$ cat src/rtl/arm_ctrl_pkg.sv
// Shared types and encodings for the ARM-subset multi-cycle controller:
// state enum, ALU codes, datapath select encodings and decode patterns.
package arm_ctrl_pkg;

  typedef enum logic [4:0] {
    S_IDLE   = 5'd0,
    S_FETCH  = 5'd1,
    S_DECODE = 5'd2,
    S_EXEC   = 5'd3,
    S_WB     = 5'd4,
    S_BX     = 5'd5,
    S_BADDR  = 5'd6,
    S_BPC    = 5'd7,
    S_BLINK  = 5'd8,
    S_BLADDR = 5'd9,
    S_MADDR  = 5'd10,
    S_MACC   = 5'd11,
    S_LDWB   = 5'd12,
    S_FAULT  = 5'd13
  } state_t;

  localparam logic [3:0] ALU_ADD_OP   = 4'b0100;
  localparam logic [3:0] ALU_SUB_OP   = 4'b0010;
  localparam logic [3:0] ALU_PASSA_OP = 4'b1000;

  localparam logic [1:0] PC_SEL_INC = 2'd0;
  localparam logic [1:0] PC_SEL_B   = 2'd1;
  localparam logic [1:0] PC_SEL_F   = 2'd2;

  localparam logic [1:0] RD_SEL_IR = 2'd0;
  localparam logic [1:0] RD_SEL_LR = 2'd1;
  localparam logic [1:0] RD_SEL_LD = 2'd2;

  localparam logic WD_SEL_F   = 1'b0;
  localparam logic WD_SEL_MEM = 1'b1;

  localparam logic [23:0] BX_PAT  = 24'h12FFF1;
  localparam logic [3:0]  B_PAT   = 4'b1010;
  localparam logic [3:0]  BL_PAT  = 4'b1011;
  localparam logic [1:0]  MEM_PAT = 2'b01;

endpackage

$ cat src/rtl/arm_mc_ctrl_mem_wait_timer.sv
// Wait-state counter for memory handshakes: saturating 8-bit count of
// cycles without ack; an ack in the limit cycle takes priority over timeout.
module mem_wait_timer #(
  parameter int unsigned TMO_CYC = 15
) (
  input  logic clk,
  input  logic rst,
  input  logic clr,
  input  logic en,
  input  logic ack,
  output logic done,
  output logic timeout
);

  localparam logic [7:0] TMO = 8'(TMO_CYC);

  logic [7:0] count;

  always_ff @(posedge clk or posedge rst) begin
    if (rst) begin
      count <= 8'd0;
    end else if (clr) begin
      count <= 8'd0;
    end else if (en && !ack && (count != 8'hFF)) begin
      count <= count + 8'd1;
    end
  end

  assign done    = en && ack;
  assign timeout = en && !ack && (count == TMO);

endmodule

$ cat src/rtl/arm_mc_ctrl.sv
// Multi-cycle control FSM for the ARM-subset datapath: handshaked fetch,
// load/store, branches, condition-code skip and a sticky wait-state fault.
module arm_mc_ctrl
  import arm_ctrl_pkg::*;
#(
  parameter int unsigned ALU_OP_W   = 4,
  parameter int unsigned SHIFT_OP_W = 3,
  parameter int unsigned TMO_CYC    = 15,
  parameter logic [ALU_OP_W-1:0] ALU_ADD   = ALU_OP_W'(ALU_ADD_OP),
  parameter logic [ALU_OP_W-1:0] ALU_SUB   = ALU_OP_W'(ALU_SUB_OP),
  parameter logic [ALU_OP_W-1:0] ALU_PASSA = ALU_OP_W'(ALU_PASSA_OP)
) (
  input  logic                  clk,
  input  logic                  rst,
  input  logic [31:0]           ir,
  input  logic                  imem_ack,
  input  logic                  dmem_ack,
  input  logic                  cond_pass,
  input  logic                  rm_imm_s,
  input  logic [1:0]            rs_imm_s,
  input  logic [SHIFT_OP_W-1:0] shift_op,
  input  logic [ALU_OP_W-1:0]   alu_op,
  input  logic                  s_bit,
  output logic                  imem_req,
  output logic                  dmem_req,
  output logic                  dmem_we,
  output logic                  write_pc,
  output logic                  write_ir,
  output logic                  write_reg,
  output logic                  la,
  output logic                  lb,
  output logic                  lc,
  output logic                  lf,
  output logic [1:0]            pc_s,
  output logic                  alu_a_s,
  output logic                  alu_b_s,
  output logic [1:0]            rd_s,
  output logic                  wd_s,
  output logic                  s_ctrl,
  output logic                  rm_imm_s_ctrl,
  output logic [1:0]            rs_imm_s_ctrl,
  output logic [SHIFT_OP_W-1:0] shift_op_ctrl,
  output logic [ALU_OP_W-1:0]   alu_op_ctrl,
  output logic                  fault,
  output logic [4:0]            state_o
);

  state_t state, next_state;
  logic   is_bx, is_b, is_bl, is_mem, is_load, is_up;
  logic   wt_en, wt_ack, wt_clr, wt_done, wt_timeout;
  logic   unused_ir;

  assign is_bx   = (ir[27:4] == BX_PAT);
  assign is_b    = (ir[27:24] == B_PAT);
  assign is_bl   = (ir[27:24] == BL_PAT);
  assign is_mem  = (ir[27:26] == MEM_PAT);
  assign is_load = ir[20];
  assign is_up   = ir[23];
  assign unused_ir = ^{ir[31:28], ir[3:0]};

  // The timer only observes the ack that belongs to the current wait state.
  assign wt_en  = (state == S_FETCH) || (state == S_MACC);
  assign wt_ack = (state == S_FETCH) ? imem_ack : dmem_ack;
  assign wt_clr = ((next_state == S_FETCH) || (next_state == S_MACC)) && (next_state != state);

  mem_wait_timer #(.TMO_CYC(TMO_CYC)) u_timer (
    .clk     (clk),
    .rst     (rst),
    .clr     (wt_clr),
    .en      (wt_en),
    .ack     (wt_ack),
    .done    (wt_done),
    .timeout (wt_timeout)
  );

  always_comb begin
    next_state = state;
    case (state)
      S_IDLE:   next_state = S_FETCH;
      S_FETCH: begin
        if (wt_done)         next_state = S_DECODE;
        else if (wt_timeout) next_state = S_FAULT;
        else                 next_state = S_FETCH;
      end
      S_DECODE: begin
        if (!cond_pass)   next_state = S_FETCH;
        else if (is_bx)   next_state = S_BX;
        else if (is_b)    next_state = S_BADDR;
        else if (is_bl)   next_state = S_BLINK;
        else if (is_mem)  next_state = S_MADDR;
        else              next_state = S_EXEC;
      end
      // Compare/test opcodes (ir[24:23]==10) only update flags.
      S_EXEC:   next_state = (ir[24:23] != 2'b10) ? S_WB : S_FETCH;
      S_WB:     next_state = S_FETCH;
      S_BX:     next_state = S_FETCH;
      S_BADDR:  next_state = S_BPC;
      S_BPC:    next_state = S_FETCH;
      S_BLINK:  next_state = S_BLADDR;
      S_BLADDR: next_state = S_BPC;
      S_MADDR:  next_state = S_MACC;
      S_MACC: begin
        if (wt_done)         next_state = is_load ? S_LDWB : S_FETCH;
        else if (wt_timeout) next_state = S_FAULT;
        else                 next_state = S_MACC;
      end
      S_LDWB:   next_state = S_FETCH;
      S_FAULT:  next_state = S_FAULT;
      default:  next_state = S_FAULT;
    endcase
  end

  // Outputs are registered from next_state so they are stable for the whole state.
  always_ff @(posedge clk or posedge rst) begin
    if (rst) begin
      state         <= S_IDLE;
      imem_req      <= 1'b0;
      dmem_req      <= 1'b0;
      dmem_we       <= 1'b0;
      write_pc      <= 1'b0;
      write_ir      <= 1'b0;
      write_reg     <= 1'b0;
      la            <= 1'b0;
      lb            <= 1'b0;
      lc            <= 1'b0;
      lf            <= 1'b0;
      fault         <= 1'b0;
      pc_s          <= 2'd0;
      alu_a_s       <= 1'b0;
      alu_b_s       <= 1'b0;
      rd_s          <= 2'd0;
      wd_s          <= 1'b0;
      s_ctrl        <= 1'b0;
      rm_imm_s_ctrl <= 1'b0;
      rs_imm_s_ctrl <= 2'd0;
      shift_op_ctrl <= '0;
      alu_op_ctrl   <= '0;
    end else begin
      state     <= next_state;
      imem_req  <= 1'b0;
      dmem_req  <= 1'b0;
      dmem_we   <= 1'b0;
      write_pc  <= 1'b0;
      write_ir  <= 1'b0;
      write_reg <= 1'b0;
      la        <= 1'b0;
      lb        <= 1'b0;
      lc        <= 1'b0;
      lf        <= 1'b0;
      fault     <= 1'b0;
      case (next_state)
        S_FETCH: imem_req <= 1'b1;
        S_DECODE: begin
          write_ir <= 1'b1;
          write_pc <= 1'b1;
          pc_s     <= PC_SEL_INC;
          la       <= 1'b1;
          lb       <= 1'b1;
          lc       <= 1'b1;
        end
        S_EXEC: begin
          lf            <= 1'b1;
          s_ctrl        <= s_bit;
          rm_imm_s_ctrl <= rm_imm_s;
          rs_imm_s_ctrl <= rs_imm_s;
          shift_op_ctrl <= shift_op;
          alu_op_ctrl   <= alu_op;
        end
        S_WB: begin
          write_reg <= 1'b1;
          rd_s      <= RD_SEL_IR;
          wd_s      <= WD_SEL_F;
        end
        S_BX: begin
          write_pc <= 1'b1;
          pc_s     <= PC_SEL_B;
        end
        S_BADDR: begin
          alu_a_s     <= 1'b1;
          alu_b_s     <= 1'b1;
          alu_op_ctrl <= ALU_ADD;
          s_ctrl      <= 1'b0;
          lf          <= 1'b1;
        end
        S_BPC: begin
          write_pc <= 1'b1;
          pc_s     <= PC_SEL_F;
          alu_a_s  <= 1'b0;
          alu_b_s  <= 1'b0;
          rd_s     <= RD_SEL_IR;
        end
        S_BLINK: begin
          alu_a_s     <= 1'b1;
          alu_op_ctrl <= ALU_PASSA;
          lf          <= 1'b1;
        end
        // Link register takes the old F while F latches the branch target.
        S_BLADDR: begin
          write_reg   <= 1'b1;
          rd_s        <= RD_SEL_LR;
          wd_s        <= WD_SEL_F;
          alu_a_s     <= 1'b1;
          alu_b_s     <= 1'b1;
          alu_op_ctrl <= ALU_ADD;
          s_ctrl      <= 1'b0;
          lf          <= 1'b1;
        end
        S_MADDR: begin
          alu_b_s     <= ~ir[25];
          alu_op_ctrl <= is_up ? ALU_ADD : ALU_SUB;
          s_ctrl      <= 1'b0;
          lf          <= 1'b1;
        end
        S_MACC: begin
          dmem_req <= 1'b1;
          dmem_we  <= ~is_load;
        end
        S_LDWB: begin
          write_reg <= 1'b1;
          rd_s      <= RD_SEL_LD;
          wd_s      <= WD_SEL_MEM;
        end
        S_FAULT: fault <= 1'b1;
        default: begin
        end
      endcase
    end
  end

  assign state_o = state;

endmodule

$ cat config.mk
export PLATFORM = sky130hd
export DESIGN_NAME = arm_mc_ctrl
export DESIGN_NICKNAME = d
export VERILOG_FILES = /design/src/rtl/arm_ctrl_pkg.sv /design/src/rtl/arm_mc_ctrl_mem_wait_timer.sv /design/src/rtl/arm_mc_ctrl.sv
export SDC_FILE = /design/constraint.sdc
export NUM_CORES = 1
export LEC_CHECK = 0
export BUFFER_PORTS_ARGS = -buffer_cell sky130_fd_sc_hd__buf_2
export CAP_MARGIN = 20
export CORE_UTILIZATION = 44
export DETAILED_ROUTE_END_ITERATION = 10
export GPL_TIMING_DRIVEN = 0
export PLACE_DENSITY = 0.83
export SLEW_MARGIN = 20
export SYNTH_ARGS = -nofsm -noshare
export SYNTH_HDL_FRONTEND = slang
export SYNTH_SLANG_ARGS = --single-unit
$ cat constraint.sdc
create_clock -name clk -period 2.8 [get_ports clk]
set_input_delay 0.28 -clock clk [delete_from_list [all_inputs] [get_ports clk]]
set_output_delay 0.28 -clock clk [all_outputs]
set_load 0.005 [all_outputs]
* Yosys cells after proc, flatten, opt, wreduce, memory -nomap -nowiden
Cells that the tools add are included.
Storage, ports and cells: bits in registers 39, output and inout bits 34
Operators by class: $add $sub $neg 1, equality and inequality tests 33, muxes and demuxes 31, bitwise operators 2, reduce and logical (&&, ||, !) cells 27
Operator list (count):
- equality test 5 x 4 -> 1 bit, second input constant | 11
- equality test 5 x 3 -> 1 bit, second input constant | 8
- two-way mux 4 bit | 9
- one-hot mux 4 bit (8 select lines) | 1
- equality test 24 x 21 -> 1 bit, second input constant | 1
- equality test 5 x 2 -> 1 bit, second input constant | 4
- two-way mux 8 bit | 2
- one-hot mux 4 bit (4 select lines) | 1
- one-hot mux 2 bit (3 select lines) | 2
- OR reduction 3 bit | 4
- equality test 5 x 1 -> 1 bit, second input constant | 2
- OR reduction 5 bit | 2
- two-way mux 1 bit | 9
- two-way mux 3 bit | 3
- nonzero test 3 bit | 3
- adder 8 x 1 -> 8 bit, second input constant | 1
- equality test 4 bit, second input constant | 2
- equality test 8 x 4 -> 1 bit, second input constant | 1
- != test 8 bit, second input constant | 1
- nonzero test 2 bit | 4
- OR reduction 2 bit | 4
- one-hot mux 1 bit (2 select lines) | 3
- logical AND 1 bit | 5
- zero test 5 bit | 1
- 8 further kinds | 10

* Depth between registers and ports, before layout
Gate-level depths: netlist of run 1.
depth after elaboration 12, mapped depth 9

* Modules after synthesis
From an unflattened synthesis of run 1, not the netlist that was laid out.
Second synthesis, totals: cell total of the unflattened synthesis 227, area, all modules 2258.4 sq um
By module, submodules not included:
- arm_mc_ctrl | times used 1, cells an instance 180, area each 1795.5 sq um
- mem_wait_timer | times used 1, cells an instance 47, area each 462.9 sq um

* Worst setup path after synthesis of run 1
OpenSTA, ideal clock, no wires.
path kind register to register, start point register state[2] (netlist: state_o[2]), end point register pc_s[1], setup time 0.120 ns, arrival time 2.595 ns, data required time 2.680 ns, path slack 0.086 ns, stages on the path, launching flop included 9, period minus slack after synthesis 2.714 ns, cell sequence dfrtp_1 > buf_6 > or4b_4 > mux2i_4 > mux2_4 > o221a_4 > buf_6 > or3b_1 > a31o_1
On the way: cells in the longest elaborated chain, start to end 10
Ends and longest elaborated chain:
- start: declaration | RTL line arm_mc_ctrl.sv:48 | state_t state, next_state;
- start signal: assignment | RTL line arm_mc_ctrl.sv:139 | state <= next_state;
- equality test 5 x 1 -> 1 bit | RTL line arm_mc_ctrl.sv:62, arm_mc_ctrl.sv:63, arm_mc_ctrl.sv:78
- two-way mux 1 bit | RTL line arm_mc_ctrl.sv:63 | assign wt_ack = (state == S_FETCH) ? imem_ack : dmem_ack;
- zero test 1 bit | RTL line arm_mc_ctrl_mem_wait_timer.sv:30 | assign timeout = en && !ack && (count == TMO);
- logical AND 1 bit (2 in a row) | RTL line arm_mc_ctrl_mem_wait_timer.sv:30
- two-way mux 3 bit or two-way mux 4 bit (tied branches) | RTL line arm_mc_ctrl.sv:104, arm_mc_ctrl.sv:82
- two-way mux 4 bit (on tied branches) | RTL line arm_mc_ctrl.sv:103, arm_mc_ctrl.sv:81
- one-hot mux 4 bit (8 select lines) (*) | RTL line arm_mc_ctrl.sv:78 | case (state)
- equality test 5 x 3 -> 1 bit or equality test 5 x 2 -> 1 bit (tied branches) | RTL line arm_mc_ctrl.sv:151 | case (next_state)
- one-hot mux 2 bit (3 select lines) or nonzero test 3 bit (tied branches)
- end signal: assignment | RTL line arm_mc_ctrl.sv:128 | pc_s <= 2'd0;
- end signal: assignment | RTL line arm_mc_ctrl.sv:156 | pc_s <= PC_SEL_INC;
- end signal: assignment | RTL line arm_mc_ctrl.sv:176 | pc_s <= PC_SEL_B;
- end: declaration | RTL line arm_mc_ctrl.sv:34 | output logic [1:0] pc_s,
Every way passes the cells marked *; elsewhere a longest branch is shown, timed or not. A chain may end at the register's enable or synchronous reset.

* Worst setup path after layout of run 1
Ends and elaborated chain as after synthesis.

==> results of run 1 <==
## cell type report
cell class / count / area (um2) / area share
inverter: 10 / 37.5 / 0.0136
multi-input combinational: 143 / 1110 / 0.403
tap: 67 / 83.8 / 0.0303
clock buffer: 5 / 68.8 / 0.0249
buffer: 10 / 72.6 / 0.0262
sequential: 38 / 952 / 0.344
clock inverter: 3 / 40.0 / 0.0145
timing repair buffer: 77 / 398 / 0.144
## per-stage QoR
stage	power [uW]	setup TNS [ps]	setup slack [ps]	utilization
after floorplan	1780	0	85.6	-
after global placement	2130	-146	-56.7	0.550
after detailed placement	2170	-116	-51.1	0.550
after CTS	2650	0	11.3	0.576
after global routing	2870	-61.8	-30.8	0.586
final	2700	0	55.5	0.586
## routing by layer
metal | global-route usage | part of all wire
met1 | 0.237 | 0.42
met2 | 0.338 | 0.52
met3 | 0.0444 | 0.041
met4 | 0.0697 | 0.017
met5 | 0 | 0
## where the power goes
group,total (uW),internal [uW],switching (uW),leakage [uW]
logic,1410,682,726,0.000854
registers,840,738,102,0.000487
clock network,449,262,187,0.0000579
## Yosys cell counts, types with 3 or more instances
cell type / count / area, um2
nand3_1: 6 / 30.0
xnor2_1: 9 / 78.8
xor2_1: 4 / 35.0
nor3_1: 3 / 15.0
nand4_1: 4 / 25.0
a21oi_1: 3 / 15.0
nor2_1: 20 / 75.1
buf_4: 5 / 37.5
nand2_1: 13 / 48.8
dfrtp_1: 38 / 951
o21ai_0: 5 / 25.0
inv_1: 10 / 37.5
nand2b_1: 6 / 37.5
mux2i_1: 4 / 40.0
nor2b_1: 5 / 31.3
mux2_2: 7 / 78.8
buf_6: 3 / 33.8
## cell families (layout without fill, tap and decap cells)
group | count (synthesis) | in the layout | synth area share
simple gates | 80 | 80 | 0.221
other cells | 1 | 1 | 0.00174
xor+xnor | 14 | 14 | 0.0605
flops | 38 | 38 | 0.442
mux | 13 | 13 | 0.0727
fa+ha+maj | 1 | 1 | 0.00581
compound gates | 34 | 34 | 0.140
buf+inv | 21 | 105 | 0.0564
## what timing repair did
item / 4_1_cts / 5_1_grt
setup endpoints to repair: 4 / 5
resized for setup: 2 / 5
endpoints found under the hold margin: 0 / 0
pin swaps: 0 / 3
setup buffers: 1 / 4
hold buffers: 0 / 0
## final timing paths
kind / depth (start not counted) / slack (ps) / from / endpoint
setup / recovery: 7 / 60 / state_o[2]$_DFF_PP0_ / pc_s[1]$_DFFE_PP0P_
hold / removal: 2 / 120 / rst / u_timer.count[5]$_DFFE_PP0P_
setup reg to reg: 7 / 60 / state_o[2]$_DFF_PP0_ / pc_s[1]$_DFFE_PP0P_
hold reg to reg: 1 / 480 / wd_s$_DFFE_PP0P_ / wd_s$_DFFE_PP0P_
max in group asynchronous: 2 / 2150 / rst / state_o[1]$_DFF_PP0_
min in group clk: 2 / 220 / rm_imm_s / rm_imm_s_ctrl$_DFFE_PP0P_
## critical path, cell delays in order (launching register included)
cell     delay, ps
dfrtp_1        390
buf_6          130
or4b_4         580
mux2i_4        240
mux2_4         350
o221a_4        330
or3b_4         430
a31o_1         180
==> results.py, run 1 <==
metrics = {
    "placement": {
        "dpl_cell_area_um2": 2600,
        "hpwl_um": 3580,
        "numPlacedInstances": 341,
        "gp_congestion": 0.868,
        "io_buffers": 72,
    },
    "floorplanning": {
        "die_h_um": 71.9,
        "num_rows": 25,
        "initial_core_util": 0.456,
        "ios": 82,
        "die_area_um2": 5170,
        "die_w_um": 71.9,
        "core_area_um2": 4720,
    },
    "global_route": {
        "gr-usage-all-layers": 0.194,
        "grt_first_pass_wirelength_um": 7770,
        "grt_pass1_vias": 1743,
        "grt_overflow": 0,
        "grt_max_degree": 39,
        "antenna_found_initial": 0,
    },
    "finish": {
        "mostFrequentLayoutCells": "buf_2, dfrtp_1, nor2_1, nand2_1, buf_4",
        "fin_area_um2": 2770,
        "regMostFlops": "u_timer.count",
        "areaGrowthSynthToFinish_pct": 28.6,
        "fillers": 396,
        "final_common_cell": "buf_2",
        "drive_gt1_frac": 0.413,
        "layout.nets": 334,
        "fin_cells": 353,
        "antennaDiodeCount": 0,
        "largest_reg_flops": 8,
    },
    "clocking": {
        "clkTransAtPathRegs_ps": 70,
        "h-tree-depth": 2,
        "clockRootBuffer": "clkbuf_8",
        "cts_tree": "built",
        "cts_buffer_depth": 2,
        "clock_latency_ps": 290,
        "clkSinkCount": 38,
        "cts_buffers": 5,
    },
    "pwr": {
        "vdd_drop_max_mv": 0.593,
        "p_per_area_nw_per_um2": 974,
        "leakage_uw": 0.00140,
    },
    "detailed_routing": {
        "dr.pass1.iters": 7,
        "viasPerCell": 5.21,
        "drt-initial-drc-count": 118,
        "avgRoutedWirePerCell_um": 13.8,
        "dr_total_vias": 1839,
        "drtAntennaViolNets": 0,
        "route.detailed.drc": 2,
        "drt_wl_total_um": 4870,
    },
    "critical_path": {
        "required_ps": 2980,
        "crit_fanout": 7,
        "cp-start-kind": "flip-flop",
        "end_kind": "flip-flop",
        "crit_arrival_ps": 2930,
        "critical_path_class": "flip-flop to flip-flop",
    },
    "timing": {
        "setup_viol": 0,
        "min_period_over_period": 0.980,
        "tightest_slew_ps": 759,
        "finalClockSkew_ps": 3.59,
        "max_freq_mhz": 364,
        "fin_crit_ps": 2740,
        "fin_hold_ws_ps": 123,
        "slew_viol_final": 0,
        "slew_headroom": 0.493,
        "hold_violations": 0,
    },
    "worst_hold_path": {
        "hp-class": "input port to asynchronous set/reset pin",
    },
    "logic_synthesis": {
        "synthCells": 202,
        "syn-num-nets": 251,
        "ys_ff_latch": 38,
        "synth_enable_flop_cells": 0,
        "syn_avg_cell_area_um2": 10.7,
        "netlist_area_um2": 2150,
        "synth_ff_type": "dfrtp_1",
        "async_flop_share": 1.00,
        "synth-seq-area-share": 0.442,
        "synthDistinctLibCells": 62,
        "yosysWarnings": 0,
    },
    "run_status": {
        "failed_checks": "DRC",
        "status": "complete, but fails checks",
    },
    "run": {
        "cap_viol_max_count": 0,
    },
}
Power figures use the tool's default switching activity.
==> run 2, diff against run 1 <==
Settings changed: PLACE_DENSITY 0.83 to 0.76.
==> results.py, run 2 (synthesis results as in run 1) <==
metrics = {
    "clocking": {
        "clockRootBuffer": "clkbuf_8",
        "cts_buffers": 5,
        "h-tree-depth": 2,
        "clkSinkCount": 38,
        "clock_latency_ps": 300,
        "clkTransAtPathRegs_ps": 70,
        "cts_tree": "built",
        "cts_buffer_depth": 2,
    },
    "timing": {
        "setup_viol": 0,
        "hold_violations": 0,
        "slew_viol_final": 0,
        "finalClockSkew_ps": 6.56,
        "tightest_slew_ps": 600,
        "finalSetupTns_ps": 0,
        "fin_hold_ws_ps": 207,
        "max_freq_mhz": 364,
        "slew_headroom": 0.600,
        "fin_crit_ps": 2740,
        "min_period_over_period": 0.980,
    },
    "floorplanning": {
        "die_w_um": 71.9,
        "die_h_um": 71.9,
        "ios": 82,
        "die_area_um2": 5170,
        "initial_core_util": 0.456,
        "num_rows": 25,
        "core_area_um2": 4720,
    },
    "critical_path": {
        "end_kind": "flip-flop",
        "critical_path_class": "flip-flop to flip-flop",
        "required_ps": 2980,
        "cp-start-kind": "flip-flop",
        "crit_arrival_ps": 2930,
        "crit_fanout": 10,
    },
    "global_route": {
        "grt_pass1_vias": 1772,
        "grt_max_degree": 32,
        "antenna_found_initial": 0,
        "grt_overflow": 0,
        "gr-usage-all-layers": 0.201,
        "grt_first_pass_wirelength_um": 7960,
    },
    "finish": {
        "fin_area_um2": 2770,
        "final_common_cell": "buf_2",
        "largest_reg_flops": 8,
        "antennaDiodeCount": 0,
        "layout.nets": 334,
        "areaGrowthSynthToFinish_pct": 28.9,
        "regMostFlops": "u_timer.count",
        "mostFrequentLayoutCells": "buf_2, dfrtp_1, nor2_1, nand2_1",
        "drive_gt1_frac": 0.413,
    },
    "pwr": {
        "pwr-share-seq": 0.316,
        "vdd_drop_max_mv": 0.560,
        "p_per_area_nw_per_um2": 948,
        "power_switching_uw": 1020,
        "p_clk_frac": 0.146,
        "leakage_uw": 0.00140,
        "p_int_uw": 1610,
        "power_frac_comb": 0.537,
        "p_sw_frac": 0.386,
    },
    "worst_hold_path": {
        "hp-class": "input port to flip-flop",
    },
    "detailed_routing": {
        "dr.pass1.iters": 4,
        "drt-initial-drc-count": 104,
        "drt_wl_total_um": 4920,
        "dr_total_vias": 1844,
        "avgRoutedWirePerCell_um": 13.9,
        "drtAntennaViolNets": 0,
        "route.detailed.drc": 0,
        "viasPerCell": 5.22,
    },
    "run": {
        "cap_viol_max_count": 0,
    },
    "run_status": {
        "status": "complete, no violations",
    },
    "placement": {
        "io_buffers": 72,
        "dpl_cell_area_um2": 2620,
        "gp_congestion": 0.916,
        "hpwl_um": 3710,
    },
}
==> run 2: worst paths after layout <==
check                                          start                      endpoint  slack [ps]  cells after the start
max in group asynchronous                        rst          state_o[1]$_DFF_PP0_        1940                      4
worst max register to register  state_o[2]$_DFF_PP0_            s_ctrl$_DFFE_PP0P_          60                     10
worst min-delay path                     shift_op[0]  shift_op_ctrl[0]$_DFFE_PP0P_         210                      2
min in group asynchronous                        rst  u_timer.count[1]$_DFFE_PP0P_         440                      3
worst max-delay path            state_o[2]$_DFF_PP0_            s_ctrl$_DFFE_PP0P_          60                     10
worst min register to register   alu_a_s$_DFFE_PP0P_           alu_a_s$_DFFE_PP0P_         480                      1
==> run 2: worst max-delay path, stage by stage, from the launching register on <==
cell and delay [ps]:
dfrtp_1 380, buf_6 140, or4b_4 530, mux2i_4 220, buf_4 150, o21ai_0 220, nand2_1 180, buf_6 210
nor4bb_4 370, a21oi_2 90, nor2b_1 150
==> run 2: repair_timing <==
action	in CTS	in global routing
setup buffers	1	1
hold buffers	1	0
gates cloned	0	0
resized for setup	3	5
hold endpoints to repair	7	0
setup endpoints to repair	4	13
==> run 2: final cells by class <==
cell class                 instances  area [um2]
timing repair buffer              76         405
sequential                        38         952
clock inverter                     1        5.00
clock buffer                       7        86.3
multi-input combinational        143        1120
fill                             405        1950
buffer                            11        83.8
inverter                          10        37.5
tap                               67        83.8
==> run 2: per-layer routing <==
layer | vias up | wire [um] | track usage
li1 | 893 | - | -
met1 | 890 | 2120 | 0.242
met2 | 50 | 2520 | 0.348
met3 | 11 | 185 | 0.0458
met4 | 0 | 89 | 0.0828
met5 | - | 0 | 0
==> run 2: power groups by stage <==
| stage | Clock [uW] | Sequential, uW | Combinational [uW] |
|---|---|---|---|
| after floorplan | 0 | 862 | 918 |
| after global placement | 0 | 840 | 1310 |
| after detailed placement | 0 | 853 | 1340 |
| after CTS | 390 | 844 | 1370 |
| after global routing | 418 | 851 | 1540 |
| final | 385 | 832 | 1410 |
==> run 2: metrics by stage <==
| step | std cells | setup WS (ps) | utilization | power [uW] |
|---|---|---|---|---|
| 6_report | 353 | 55.3 | 0.587 | 2630 |
| 5_1_grt | 353 | -8.73 | 0.587 | 2810 |
| 4_1_cts | 352 | 25.8 | 0.580 | 2610 |
| 3_5_place_dp | 342 | -121 | 0.554 | 2190 |
| 3_3_place_gp | 341 | -83.2 | 0.550 | 2150 |
| 2_1_floorplan | 202 | 85.6 | - | 1780 |
